[config.mk]
export PLATFORM = sky130hd
export DESIGN_NAME = add
export DESIGN_NICKNAME = d
export VERILOG_FILES = /design/src/rtl/add.sv
export SDC_FILE = /design/constraint.sdc
export NUM_CORES = 1
export LEC_CHECK = 0
export BUFFER_PORTS_ARGS = -buffer_cell sky130_fd_sc_hd__buf_2
export CAP_MARGIN = 30
export CORE_MARGIN = 5
export CORE_UTILIZATION = 45
export DETAILED_ROUTE_END_ITERATION = 10
export PLACE_DENSITY = 0.79
export SLEW_MARGIN = 20
export SYNTH_ARGS = -nofsm -noshare
export SYNTH_HDL_FRONTEND = slang
export SYNTH_SLANG_ARGS = --single-unit
[constraint.sdc]
create_clock -name clk -period 3.25 [get_ports clk]
set_clock_uncertainty 0.05 [all_clocks]
set_input_delay 0.325 -clock clk [delete_from_list [all_inputs] [get_ports clk]]
set_output_delay 0.325 -clock clk [all_outputs]
set_load 0.03 [all_outputs]
[src/rtl/add.sv]
// 32-bit carry-lookahead adder with CF/OF flags and a registered side-channel.
// Define ADD_STICKY_OVF_EN to build the sticky overflow register and its OF_sticky port.
module add (
    input  logic        clk,
    input  logic        rst,
    input  logic [31:0] sr,
    input  logic [31:0] tg,
    input  logic        cin,
    input  logic        ovf_clr,
    output logic [31:0] res,
    output logic        CF,
    output logic        OF,
    output logic [31:0] res_q,
    output logic        CF_q,
    output logic        OF_q
`ifdef ADD_STICKY_OVF_EN
    ,
    output logic        OF_sticky
`endif
);

    logic [31:0] g, p, c;
    logic [7:0]  grp_g, grp_p;
    logic [8:0]  c_grp;
    logic        acc, pp;

    // NOTE: every variable gets a default at the top of always_comb so no path can infer a latch.
    always_comb begin
        g     = sr & tg;
        p     = sr ^ tg;
        grp_g = '0;
        grp_p = '0;
        c_grp = '0;
        c     = '0;
        acc   = 1'b0;
        pp    = 1'b0;

        for (int k = 0; k < 8; k++) begin
            grp_p[k] = &p[4*k +: 4];
            grp_g[k] = g[4*k+3]
                     | (p[4*k+3] & g[4*k+2])
                     | (p[4*k+3] & p[4*k+2] & g[4*k+1])
                     | (p[4*k+3] & p[4*k+2] & p[4*k+1] & g[4*k]);
        end

        // Second level: each group carry is a flat sum of products over lower groups and cin.
        c_grp[0] = cin;
        for (int k = 0; k < 8; k++) begin
            acc = grp_g[k];
            pp  = grp_p[k];
            for (int j = k - 1; j >= 0; j--) begin
                acc = acc | (pp & grp_g[j]);
                pp  = pp & grp_p[j];
            end
            c_grp[k+1] = acc | (pp & cin);
        end

        for (int k = 0; k < 8; k++) begin
            c[4*k]   = c_grp[k];
            c[4*k+1] = g[4*k] | (p[4*k] & c_grp[k]);
            c[4*k+2] = g[4*k+1] | (p[4*k+1] & g[4*k])
                     | (p[4*k+1] & p[4*k] & c_grp[k]);
            c[4*k+3] = g[4*k+2] | (p[4*k+2] & g[4*k+1])
                     | (p[4*k+2] & p[4*k+1] & g[4*k])
                     | (p[4*k+2] & p[4*k+1] & p[4*k] & c_grp[k]);
        end
    end

    assign res = p ^ c;
    assign CF  = c_grp[8];
    assign OF  = (sr[31] == tg[31]) && (res[31] != sr[31]);

    logic [31:0] res_d;
    logic        CF_d, OF_d;

    always_comb begin
        res_d = res;
        CF_d  = CF;
        OF_d  = OF;
    end

    // NOTE: sequential state uses non-blocking assignments so every flop samples pre-edge values.
    always_ff @(posedge clk) begin
        if (rst) begin
            res_q <= '0;
            CF_q  <= 1'b0;
            OF_q  <= 1'b0;
        end else begin
            res_q <= res_d;
            CF_q  <= CF_d;
            OF_q  <= OF_d;
        end
    end

`ifdef ADD_STICKY_OVF_EN
    logic OF_sticky_d;

    always_comb begin
        OF_sticky_d = OF_sticky;
        if (ovf_clr) begin
            OF_sticky_d = 1'b0;
        end else if (OF) begin
            OF_sticky_d = 1'b1;
        end
    end

    always_ff @(posedge clk) begin
        if (rst) begin
            OF_sticky <= 1'b0;
        end else begin
            OF_sticky <= OF_sticky_d;
        end
    end
`else
    logic unused_ovf_clr;
    assign unused_ovf_clr = ovf_clr;
`endif

endmodule

==> summary.txt <==
Clock tree
  – CTS Buffer Depth: 2
  – CTS sink count: 34
  – Hold-fix buffers, CTS: 0
  – Root Driver: clkbuf_8
  – H-tree depth: 2
  – CTS buffer count: 5
  – CTS tree: done
  – Clock-pin slew on the worst setup and hold paths: 0.07 ns

Setup path
  – Arr. time, crit path: 2.74 ns
  – CP max stage delay: 0.46 ns
  – Worst setup SP type: primary input
  – WP buf/inv: 2
  – CP max FO: 5
  – Critical path depth: 10
  – CP Class: in -> out
  – Crit. End Element: output port
  – Critical path, cell by cell: buf_2 > ha_1 > a21oi_2 > o21ai_2 > and2_4 > a2111oi_2 > o31ai_1 > fa_1 > xor2_1 > buf_2
  – Most used cell along the critical path: buf_2
  – Req. time, crit path: 2.87 ns
  – Slowest-stage cell, CP: a2111oi_2
  – CP top delay family: compound AO/OA/AOI/OAI gates

Place
  – Placer Congestion: 0.813
  – Number of port buffers: 134
  – DP Worst Slack: 0.133 ns
  – Post-DP HPWL: 5580 µm
  – Placed Cells: 462
  – Placed Area: 3230 µm²

Pwr
  – Leak: 1.74 nW
  – Cell Pwr Density: 544 nW/µm²
  – Tot Pwr: 1.85 mW
  – Worst vdd ir: 0.245 mV

Logic synthesis
  – Syn Inst Count: 257
  – Most frequent cell after synthesis: dfxtp_1
  – List of most frequent post-synthesis cells: 34 x dfxtp_1, 32 x ha_1, 19 x and2_1
  – Top-area cell type share of the netlist area: 27.6%
  – Synth warn: 0
  – Seq/Total Area, Yosys: 27.6%
  – Main flop type after synthesis: dfxtp_1
  – Top cells by area, synth: dfxtp_1 28%, ha_1 16%, fa_1 6.5%, and2_1 4.8%, xor2_1 4.6%
  – Post-synth top area cell: dfxtp_1
  – Syn nets: 365
  – Post-Syn Area: 2470 µm²
  – Syn Area/Cell: 9.60 µm²
  – Netlist cell types: 55
  – Post-synth EDFFs: 0
  – Seq cells post-synth: 34
  – Asr flop ratio synth: 0%

Timing
  – Final hold slack: 0.331 ns
  – Period utilisation layout: 95.9%
  – Final setup margin: 0.135 ns
  – Max Fclk: 0.321 GHz
  – Worst slew margin: 59.2%
  – Setup tns final: 0 ns
  – Final hold vios: 0
  – Crit path time final: 3.12 ns
  – Max-slew violations: 0
  – Worst-margin pin slew: 0.611 ns
  – Finish-stage setup viols: 0

Die
  – Core Area: 5410 µm²
  – Num rows: 27
  – DIE AREA: 7060 µm²
  – Initial core utilization: 45.6%
  – IO Pins: 136
  – Die Ht: 84.0 µm
  – Chip Width: 84.0 µm

Min path
  – Worst hold path type: in -> reg
  – Hold path endpoint: OF_q$_SDFF_PP0_
  – Min-delay src: sr[31]
  – Hold depth: 3

Detailed routing
  – Vias/cell: 5.07
  – # DRC: 0
  – Total routed wirelength: 6570 µm
  – Via count: 2,382
  – WL/cell: 14.0 µm
  – Antenna viol nets, final: 0
  – Initial DRC count: 35
  – Initial DRT Pass Iterations: 4

Cells and area
  – Share of cells above drive strength 1: 42.7%
  – Final Instance Count excl. Fillers: 470
  – Area Growth Syn to Fin: 37.5%
  – Design area: 3390 µm²
  – Nets: 505
  – Antenna Cells: 0
  – Final Core Density: 62.8%

Run
  – MaxCap Viol Count: 0

Global route
  – Total grt overflow: 0
  – Initial antenna violation count: 0
  – First-pass GRT wire length: 10,600 µm
  – Vias in the first global route: 2,335
  – Pin count of the biggest net entering global routing: 22
  – Total GRT Usage: 18.2%

Status
  – Outcome: completed
==> routing by layer <==
layer,vias up,wire [µm],GRT usage (%)
met1,1096,2570,20.1
met4,0,91,4.97
met5,-,0,0
met2,71,3510,34.6
li1,1205,-,-
met3,10,399,4.05
==> worst max-delay path by stage <==
stage	start	end	slack [ns]
final	sr[13]	res[25]	0.13
after global routing	sr[0]	res[17]	-0.007
after CTS	sr[0]	res[17]	0.13
after detailed placement	sr[0]	res[17]	0.13
after global placement	sr[0]	res[17]	0.15
after floorplan	sr[0]	res[17]	0.19
==> cells in the final DEF (no fill, tap or decap), types with 8 or more instances in the layout <==
master / netlist / layout
and2_1: 19 / 19
nor2_1: 11 / 11
fa_1: 8 / 8
inv_1: 10 / 10
nor2b_1: 11 / 11
buf_2: 0 / 133
nand2_1: 12 / 12
dfxtp_1: 34 / 34
ha_1: 32 / 32
a21oi_1: 17 / 17
xnor2_1: 9 / 9
xor2_1: 13 / 13
==> cells by family after synthesis <==
family                   count (synthesis)  share of synthesized area (%)
buffers and inverters                   13                           1.98
multiplexers                             2                          0.913
flip-flops                              34                           27.6
AND/OR/NAND/NOR                         84                           20.5
XOR/XNOR                                22                           7.81
adder cells (fa/ha/maj)                 40                           22.7
AO/OA/AOI/OAI                           62                           18.5
==> layout make-up <==
| type | instances | area [µm²] |
|---|---|---|
| Sequential cell | 34 | 681 |
| Timing Repair Buffer | 136 | 688 |
| Clock inverter | 2 | 60.1 |
| Inverter | 10 | 37.5 |
| Tap cell | 72 | 90.1 |
| Clock buffer | 6 | 82.6 |
| Multi-Input combinational cell | 210 | 1750 |
| Fill cell | 475 | 2010 |
==> what timing repair did <==
| action | in CTS | in global routing |
|---|---|---|
| gates resized for setup | 0 | 4 |
| hold endpoints to repair | 0 | 0 |
| buffers inserted | 0 | 0 |
| endpoints found under the setup margin | 0 | 2 |
==> power breakdown <==
part	total [mW]	internal [mW]	switching, mW
combinational	0.877	0.300	0.578
sequential	0.483	0.473	0.0101
clock	0.485	0.327	0.158
==> registers in the layout, indices dropped and copies added, names as in the netlist <==
| register | count |
|---|---|
| OF_q | 1 |
| CF_q | 1 |
| res_q | 32 |
Power figures use the tool's default switching activity.
